===== src/rtl/ssc_pkg.sv =====
// Purpose : shared constants, FSM state encoding and length helper for the SSC slave.
// Latency : n/a (declarations only).
// Backpressure: n/a; the SSC master owns the bus clock and cannot be stalled.
package ssc_pkg;

  localparam int CMD_W  = 5;   // command bits per frame
  localparam int DATA_W = 48;  // widest data word
  localparam int LEN_W  = 6;   // width of the length field

  typedef enum logic [2:0] {
    IDLE,
    RX_CMD,
    DECODE,
    RX_DATA,
    TX_DATA,
    WAIT_END
  } sscState_t;

  // Lengths above the data word width are treated as a full word.
  function automatic logic [LEN_W-1:0] clampLen(input logic [LEN_W-1:0] len);
    if (len > LEN_W'(DATA_W)) begin
      return LEN_W'(DATA_W);
    end
    return len;
  endfunction

endpackage


===== src/rtl/ssc_edge_sync.sv =====
// Purpose : synchronizes one asynchronous SSC line and flags its edges.
// Latency : edge flags appear STAGES-1 CLK cycles after the input changes.
// Backpressure: none; edges are single-cycle flags that must be consumed at once.
// Ports   : clk, rstN (sync, active-low; chain resets to the bus idle level 1),
//           d (async input), lvl (synchronized level), rise/fall (one-cycle edge flags).
module ssc_edge_sync #(
  parameter int STAGES = 2
) (
  input  logic clk,
  input  logic rstN,
  input  logic d,
  output logic lvl,
  output logic rise,
  output logic fall
);

  // syncQ[0] is the first flop; syncQ[STAGES-1] is the oldest sample.
  logic [STAGES-1:0] syncQ;

  always_ff @(posedge clk) begin
    if (!rstN) begin
      syncQ <= '1;
    end else begin
      syncQ <= {syncQ[STAGES-2:0], d};
    end
  end

  assign lvl  = syncQ[STAGES-1];
  assign rise = syncQ[STAGES-2] & ~syncQ[STAGES-1];
  assign fall = ~syncQ[STAGES-2] & syncQ[STAGES-1];

endmodule


===== src/rtl/ssc_slave.sv =====
// Purpose : SSC bus slave: receives a 5-bit command, then receives or transmits up to 48 data bits.
// Latency : cmdValid 1 CLK after the 5th synchronized sscClk rise; read MSB driven the CLK after cmdValid.
// Backpressure: none; cmdDir/cmdLength/rdData must be valid in the cmdValid cycle.
// Ports   : CLK, RSTn (sync, active-low); sscClk/sscSync/sscDataIn from the master;
//           sscDataOut/sscDataOe to the bus; cmd/cmdValid, cmdDir/cmdLength/rdData,
//           wrData/wrValid and busy towards the core.
// Option  : define SSC_SLAVE_FRAME_ERR_EN to add frameErr (abort pulse) and frameErrCnt (saturating).
module ssc_slave
  import ssc_pkg::*;
#(
  parameter int SYNC_STAGES = 2
) (
  input  logic              CLK,
  input  logic              RSTn,
  input  logic              sscClk,
  input  logic              sscSync,
  input  logic              sscDataIn,
  output logic              sscDataOut,
  output logic              sscDataOe,
  output logic [CMD_W-1:0]  cmd,
  output logic              cmdValid,
  input  logic              cmdDir,
  input  logic [LEN_W-1:0]  cmdLength,
  input  logic [DATA_W-1:0] rdData,
  output logic [DATA_W-1:0] wrData,
  output logic              wrValid,
  output logic              busy
`ifdef SSC_SLAVE_FRAME_ERR_EN
  ,
  output logic              frameErr,
  output logic [7:0]        frameErrCnt
`endif
);

  logic clkRise, clkFall, syncRise, syncFall, dataLvl;
  logic unusedClkLvl, unusedSyncLvl, unusedDataRise, unusedDataFall;

  ssc_edge_sync #(.STAGES(SYNC_STAGES)) clkSync (
    .clk (CLK), .rstN(RSTn), .d(sscClk),
    .lvl (unusedClkLvl), .rise(clkRise), .fall(clkFall)
  );

  ssc_edge_sync #(.STAGES(SYNC_STAGES)) frameSync (
    .clk (CLK), .rstN(RSTn), .d(sscSync),
    .lvl (unusedSyncLvl), .rise(syncRise), .fall(syncFall)
  );

  ssc_edge_sync #(.STAGES(SYNC_STAGES)) dataSync (
    .clk (CLK), .rstN(RSTn), .d(sscDataIn),
    .lvl (dataLvl), .rise(unusedDataRise), .fall(unusedDataFall)
  );

  sscState_t         state, stateNxt;
  logic [LEN_W-1:0]  bitCnt, bitCntNxt;
  logic [LEN_W-1:0]  lenQ, lenNxt;
  logic [CMD_W-1:0]  cmdShift, cmdShiftNxt, cmdNxt;
  logic [DATA_W-1:0] wrShift, wrShiftNxt, wrDataNxt;
  logic [DATA_W-1:0] txShift, txShiftNxt;
  logic              wrValidNxt, abortNxt;
  logic [LEN_W-1:0]  decodeLen;
  logic [DATA_W-1:0] wrShifted;
  logic [CMD_W-1:0]  cmdShifted;
  logic [1:0]        settleCnt;
  logic              settled;

  // The synchronizers reset to 1; if sscSync is low when reset releases, the
  // chain would present a false falling edge. Frame starts are ignored until
  // the chain has been flushed with real input samples.
  assign settled = (settleCnt == 2'(SYNC_STAGES));

  assign decodeLen  = clampLen(cmdLength);
  assign wrShifted  = {wrShift[DATA_W-2:0], dataLvl};
  assign cmdShifted = {cmdShift[CMD_W-2:0], dataLvl};

  always_ff @(posedge CLK) begin
    if (!RSTn) begin
      state     <= IDLE;
      bitCnt    <= '0;
      lenQ      <= '0;
      cmdShift  <= '0;
      cmd       <= '0;
      wrShift   <= '0;
      wrData    <= '0;
      txShift   <= '0;
      wrValid   <= 1'b0;
      settleCnt <= '0;
    end else begin
      state    <= stateNxt;
      bitCnt   <= bitCntNxt;
      lenQ     <= lenNxt;
      cmdShift <= cmdShiftNxt;
      cmd      <= cmdNxt;
      wrShift  <= wrShiftNxt;
      wrData   <= wrDataNxt;
      txShift  <= txShiftNxt;
      wrValid  <= wrValidNxt;
      if (!settled) begin
        settleCnt <= settleCnt + 2'd1;
      end
    end
  end

  always_comb begin
    stateNxt    = state;
    bitCntNxt   = bitCnt;
    lenNxt      = lenQ;
    cmdShiftNxt = cmdShift;
    cmdNxt      = cmd;
    wrShiftNxt  = wrShift;
    wrDataNxt   = wrData;
    txShiftNxt  = txShift;
    wrValidNxt  = 1'b0;
    abortNxt    = 1'b0;

    case (state)
      IDLE: begin
        if (syncFall && settled) begin
          stateNxt  = RX_CMD;
          bitCntNxt = LEN_W'(CMD_W - 1);
        end
      end

      // Sync rise is checked before clock edges so an abort wins a tie.
      RX_CMD: begin
        if (syncRise) begin
          stateNxt = IDLE;
          abortNxt = 1'b1;
        end else if (clkRise) begin
          cmdShiftNxt = cmdShifted;
          if (bitCnt == '0) begin
            cmdNxt   = cmdShifted;
            stateNxt = DECODE;
          end else begin
            bitCntNxt = bitCnt - LEN_W'(1);
          end
        end
      end

      DECODE: begin
        lenNxt     = decodeLen;
        wrShiftNxt = '0;
        // A frame closed during this single cycle would otherwise leave the
        // FSM waiting for clocks that never come.
        if (syncRise) begin
          stateNxt = IDLE;
        end else if (decodeLen == '0) begin
          stateNxt = WAIT_END;
        end else if (cmdDir) begin
          stateNxt  = RX_DATA;
          bitCntNxt = decodeLen - LEN_W'(1);
        end else begin
          stateNxt   = TX_DATA;
          bitCntNxt  = decodeLen;
          txShiftNxt = rdData << (LEN_W'(DATA_W) - decodeLen);
        end
      end

      RX_DATA: begin
        if (syncRise) begin
          stateNxt = IDLE;
          abortNxt = 1'b1;
        end else if (clkRise) begin
          wrShiftNxt = wrShifted;
          if (bitCnt == '0) begin
            wrDataNxt  = wrShifted;
            wrValidNxt = 1'b1;
            stateNxt   = WAIT_END;
          end else begin
            bitCntNxt = bitCnt - LEN_W'(1);
          end
        end
      end

      // The first falling edge here is the one that closes the last command
      // bit; it launches bit 0, already on the line, so it does not shift.
      // The falling edge after the last data bit releases the line.
      TX_DATA: begin
        if (syncRise) begin
          stateNxt = IDLE;
          abortNxt = 1'b1;
        end else if (clkFall) begin
          if (bitCnt == '0) begin
            stateNxt = WAIT_END;
          end else begin
            if (bitCnt != lenQ) begin
              txShiftNxt = txShift << 1;
            end
            bitCntNxt = bitCnt - LEN_W'(1);
          end
        end
      end

      WAIT_END: begin
        if (syncRise) begin
          stateNxt = IDLE;
        end
      end

      default: stateNxt = IDLE;
    endcase
  end

  assign cmdValid   = (state == DECODE);
  assign sscDataOe  = (state == TX_DATA);
  assign sscDataOut = sscDataOe & txShift[DATA_W-1];
  assign busy       = (state != IDLE);

`ifdef SSC_SLAVE_FRAME_ERR_EN
  always_ff @(posedge CLK) begin
    if (!RSTn) begin
      frameErr    <= 1'b0;
      frameErrCnt <= '0;
    end else begin
      frameErr <= abortNxt;
      if (abortNxt && (frameErrCnt != 8'hFF)) begin
        frameErrCnt <= frameErrCnt + 8'd1;
      end
    end
  end
`else
  logic unusedAbort;
  assign unusedAbort = abortNxt;
`endif

endmodule

===== config.mk =====
export PLATFORM = sky130hd
export DESIGN_NAME = ssc_slave
export DESIGN_NICKNAME = d
export VERILOG_FILES = /design/src/rtl/ssc_pkg.sv /design/src/rtl/ssc_edge_sync.sv /design/src/rtl/ssc_slave.sv
export SDC_FILE = /design/constraint.sdc
export NUM_CORES = 1
export LEC_CHECK = 0
export ABC_CLOCK_PERIOD_IN_PS = 3600
export BUFFER_PORTS_ARGS = -buffer_cell sky130_fd_sc_hd__buf_2
export CAP_MARGIN = 10
export CORE_MARGIN = 1.5
export CORE_UTILIZATION = 36
export DETAILED_ROUTE_END_ITERATION = 10
export GPL_ROUTABILITY_DRIVEN = 1
export SLEW_MARGIN = 15
export SYNTH_ARGS = -nofsm -noshare
export SYNTH_HDL_FRONTEND = slang
export SYNTH_HIERARCHICAL = 1
export SYNTH_SLANG_ARGS = --single-unit

===== constraint.sdc =====
create_clock -name CLK -period 3.6 [get_ports CLK]
set_clock_uncertainty 0.15 [all_clocks]
set_input_delay 0.18 -clock CLK [delete_from_list [all_inputs] [get_ports CLK]]
set_output_delay 0.18 -clock CLK [all_outputs]
set_load 0.02 [all_outputs]

Word level (Yosys, flattened, before mapping):

Cells that the tools add are included.

* add/sub/neg operators: 4
* order comparisons: 1
* equal/unequal tests: 24
* shift operators: 1
* muxes and demuxes: 39
* bitwise operators: 13
* reduce and logical (&&, ||, !) cells: 17

Operators with widths (number)
* $mux W48: 7
* $pmux W48 S2: 1
* $mux W47: 2
* $pmux W47 S2: 1
* $mux W6: 11
* $shl A48 B6 Y48: 1
* $mux W3: 13
* $pmux W6 S4: 1
* $ne A2 B2 Y1 const B: 9
* $pmux W3 S6: 1
* $reduce_and A8 Y1: 2
* $logic_not A6 Y1: 2
* $sub A6 B1 Y6 const B: 2
* $ne A3 B2 Y1 const B: 3
* $ne A2 B1 Y1 const B: 4
* $not A1 Y1: 8
* $reduce_and A4 Y1: 2
* $eq A3 B2 Y1 const B: 2
* $eq A3 B3 Y1 const B: 2
* $gt A6 B6 Y1 const B: 1
* $ne A6 B6 Y1: 1
* $reduce_and A3 Y1: 2
* $reduce_and A6 Y1: 1
* $sub A6 B6 Y6 const A: 1
* 13 further kinds: 19

* flip-flop bits (word level): 176
* bits of input ports: 60
* output and inout bits: 58
* logic and storage cells: 112

Logic depth before layout (Yosys ltp):

* depth in word-level cells: 9
* mapped depth: 18

Modules after synthesis:

Netlist, hierarchy kept.

By module, submodules not included
* ssc_slave: instances 1, cells each 1323, area an instance 10127.2 µm², seq. area each 3403.3 µm²
* ssc_edge_sync: instances 3, cells each 6, area an instance 65.1 µm², seq. area each 40.0 µm²

Worst setup path before layout:

OpenSTA, ideal clock, no wires.

* path kind: in2reg
* from: in cmdLength[4]
* to: reg txShift[35]
* setup time: 122 ps
* data arrival time: 3526 ps
* data required time: 3328 ps
* setup slack: -198 ps
* stages: 16
* path through: buf_2 a21boi_1 buf_2 inv_2 buf_2 clkbuf_1 buf_1 ha_1 buf_2 buf_4 buf_2 mux2i_1 nor3_1 a211o_1 a221o_1 o311a_1

* word-level cells in the longest chain between the ends: 9

RTL lines
* start: declaration: line ssc_slave.sv:23 `input logic [LEN_W-1:0] cmdLength,`
* $gt A6 B6 Y1: line ssc_pkg.sv:21 `if (len > LEN_W'(DATA_W)) begin`
* $mux W1: line ssc_pkg.sv:21
* $mux W6 *: line ssc_pkg.sv:24 `return len;`
* $sub A6 B6 Y6: line ssc_slave.sv:154 `txShiftNxt = rdData << (LEN_W'(DATA_W) - decodeLen);`
* $shl A48 B6 Y48: line ssc_slave.sv:154
* $mux W48: line ssc_slave.sv:148 `end else if (cmdDir) begin`
* $mux W48: line ssc_slave.sv:146 `end else if (decodeLen == '0) begin`
* $mux W48: line ssc_slave.sv:144 `if (syncRise) begin`
* $pmux W48 S2: line ssc_slave.sv:115 `case (state)`
* end signal: assignment: line ssc_slave.sv:95 `txShift <= txShiftNxt;`
* end: declaration: line ssc_slave.sv:58 `logic [DATA_W-1:0] txShift, txShiftNxt;`

Every way passes the cells marked *; elsewhere a longest branch is shown, timed or not. The select of a mux whose other input is x is not followed.
A chain may end at the register's enable or synchronous reset.

Final worst setup path:

* from: in cmdLength[4]
* to: reg txShift[44]

The elaborated chain is that of the path after synthesis.

==> flow_summary.yaml <==
route:
  drtAntennaViolNets: 0
  vias: 10400
  drc: 0
  wirelength_um: 34000
  wl_per_cell_um: 18.7
  drtPass1Iterations: 5
  drtIter0Drc: 989
  vias_per_cell: 5.74
clock_tree:
  cts-root-buf: "clkbuf_16"
  clock_latency_ns: 0.43
  htree_num_levels: 4
  cts_resized: 0
  cts_buffers: 17
  cts_tree: "yes"
  path_clk_slew_ns: 0.08
  clockBufferDepth: 2
  post_cts_buffers: 0
  clock-sinks: 176
grt:
  first_global_vias: 9645
  grt_util_met2_pct: 37.0
  grt_util_met3_pct: 4.19
  grt_max_degree: 76
  grt_pass1_wl_um: 53400
  gr-total-overflow: 0
  grtUsageTotal_pct: 23.0
  grt_use_met1_pct: 31.3
  busiest_layer: "met2"
  antenna_found_initial: 0
setup_path:
  rrSetupSlack_ns: 0.59
  crit_buf_inv: 3
  required_ns: 3.76
  crit_chain: "buf_2 -> a21boi_4 -> inv_2 -> ha_2 -> buf_4 -> mux2i_1 -> mux2i_1 -> mux2i_1 -> a21oi_1 -> nor4_1 -> a211oi_1"
  worstSetupPathType: "in2reg"
  cpMaxStageDelayCell: "ha_2"
  path_delay_family: "multiplexers"
  cpPeakStageDelay_ns: 0.60
  worstPathMaxFanout: 16
  worstPathArrival_ns: 3.31
  startpoint_type: "primary input"
  cp_common_cell: "mux2i_1"
  endpoint_kind: "flop"
placed_design:
  port_buffers: 117
  place_congestion: 0.993
  dpl.hpwl_um: 24000
  place_inst: 1779
  pre_cts_ws_ns: 0.119
synthesis:
  syn-num-nets: 1402
  synthesis.instances: 1339
  ys_warn_count: 6
  netlist_area_um2: 10300
  avgSynthCellArea_um2: 7.70
power_and_ir_drop:
  p_clk_share_pct: 33.9
  pwr-share-comb_pct: 29.0
  switching_share_pct: 36.3
  vdd_drop_max_uv: 283
  leakagePower_nw: 4.72
  seqPwrFrac_pct: 37.1
  p_per_area_nw_per_um2: 461
  p_switching_mw: 2.03
  p_int_mw: 3.58
floorplanning:
  ios: 118
  start_util_pct: 36.8
  die_h_um: 172
  die_x_um: 172
  dieArea_um2: 29700
  rows: 61
  core_area_um2: 28000
sta:
  slew_violations: 0
  worst_pin_slew_ns: 1.12
  final_hold_viol_count: 0
  setup_viol: 0
  finalCritPeriodShare_pct: 87.6
  setup_ws_ns: 0.445
  fmax_mhz: 317
  hold_ws_ns: 0.0512
  relSlewSlack_pct: 25.2
  rsz0062_at_grt: "false"
  period_needed_ns: 3.15
worst_hold_path:
  hold_class: "in2reg"
cells_and_area:
  layout.nets: 1491
  area_delta_synth_final_pct: 18.1
  stdcell_count: 1819
  drive_gt1_share_pct: 18.3
  insertedDiodeCount: 0
job:
  maxCapViolations: 0
run_status:
  status: "complete, no violations"
-- routing by layer --
| metal | vias to the layer above | routed length, um | part of all wire [%] |
|---|---|---|---|
| li1 | 4991 | - | - |
| met1 | 5049 | 15400 | 45 |
| met2 | 348 | 15800 | 47 |
| met3 | 57 | 2120 | 6.2 |
| met4 | 0 | 687 | 2.0 |
| met5 | - | 0 | 0 |
-- metrics by stage --
step	power, mW	setup TNS [ns]	util [%]	area, um2
3_5_place_dp	3.71	0	40.9	11500
4_1_cts	5.62	0	43.5	12200
6_report	5.61	0	43.5	12200
3_3_place_gp	3.71	0	40.9	11500
5_1_grt	5.87	0	43.5	12200
2_1_floorplan	3.19	-0.0379	-	10300
-- sequential cells by signal, indices dropped and copies added (netlist names), 3 cells and up --
register	cells
cmd	5
txShift	48
wrShift	47
cmdShift	4
lenQ	6
bitCnt	6
wrData	48
state	3
-- worst paths after layout --
path	from	endpoint	cells past startpoint
max	cmdLength[4]	txShift[44]	11
max reg2reg	state[0]	txShift[32]	8
min	cmdLength[1]	lenQ[1]	4
min reg2reg	dataSync/syncQ[0]	dataSync/syncQ[1]	1
-- cell usage in the layout (no fill, tap or decap), drive strengths merged, types with 5 or more instances in the layout --
cell and n:
xor2 5, o211ai 15, buf 182, clkinv 9
and3 11, inv 19, mux2 17, a21oi 161
o21ai 66, o221ai 7, nand2 281, o311a 5
xnor2 9, a211oi 13, mux4 14, a22oi 7
o22ai 8, nor4 6, a221oi 33, and2 10
a221o 5, a31oi 11, nor2b 9, clkbuf 17
nand2b 12, nor3 19, nor3b 8, nand3 70
dlygate4sd3 8, mux2i 89, nor2 74, dfxtp 176
-- power groups by stage --
stage | Sequential [mW] | Combinational (mW) | Clock (mW)
6_report | 2.08 | 1.63 | 1.90
5_1_grt | 2.09 | 1.75 | 2.02
4_1_cts | 2.08 | 1.60 | 1.94
3_5_place_dp | 2.13 | 1.59 | 0
3_3_place_gp | 2.12 | 1.59 | 0
2_1_floorplan | 2.09 | 1.09 | 0
-- layout make-up --
cell class                 instances  area, um2
multi-input combinational       1028       6290
fill                            2861      15800
tap                              378        473
clock inverter                    15        209
inverter                          15       58.8
clock buffer                      17        425
timing repair buffer             190       1190
sequential                       176       3520
-- worst min-delay path: cells and delay by family --
kind	cells	cell delay, ns
compound gates	1	0.06
buf+inv	2	0.26
simple gates	1	0.09
-- timing repair --
item / CTS / global route
hold buffers: 8 / 0
endpoints found under the hold margin: 8 / 0
endpoints found under the setup margin: 0 / 0
Power figures use the tool's default switching activity.
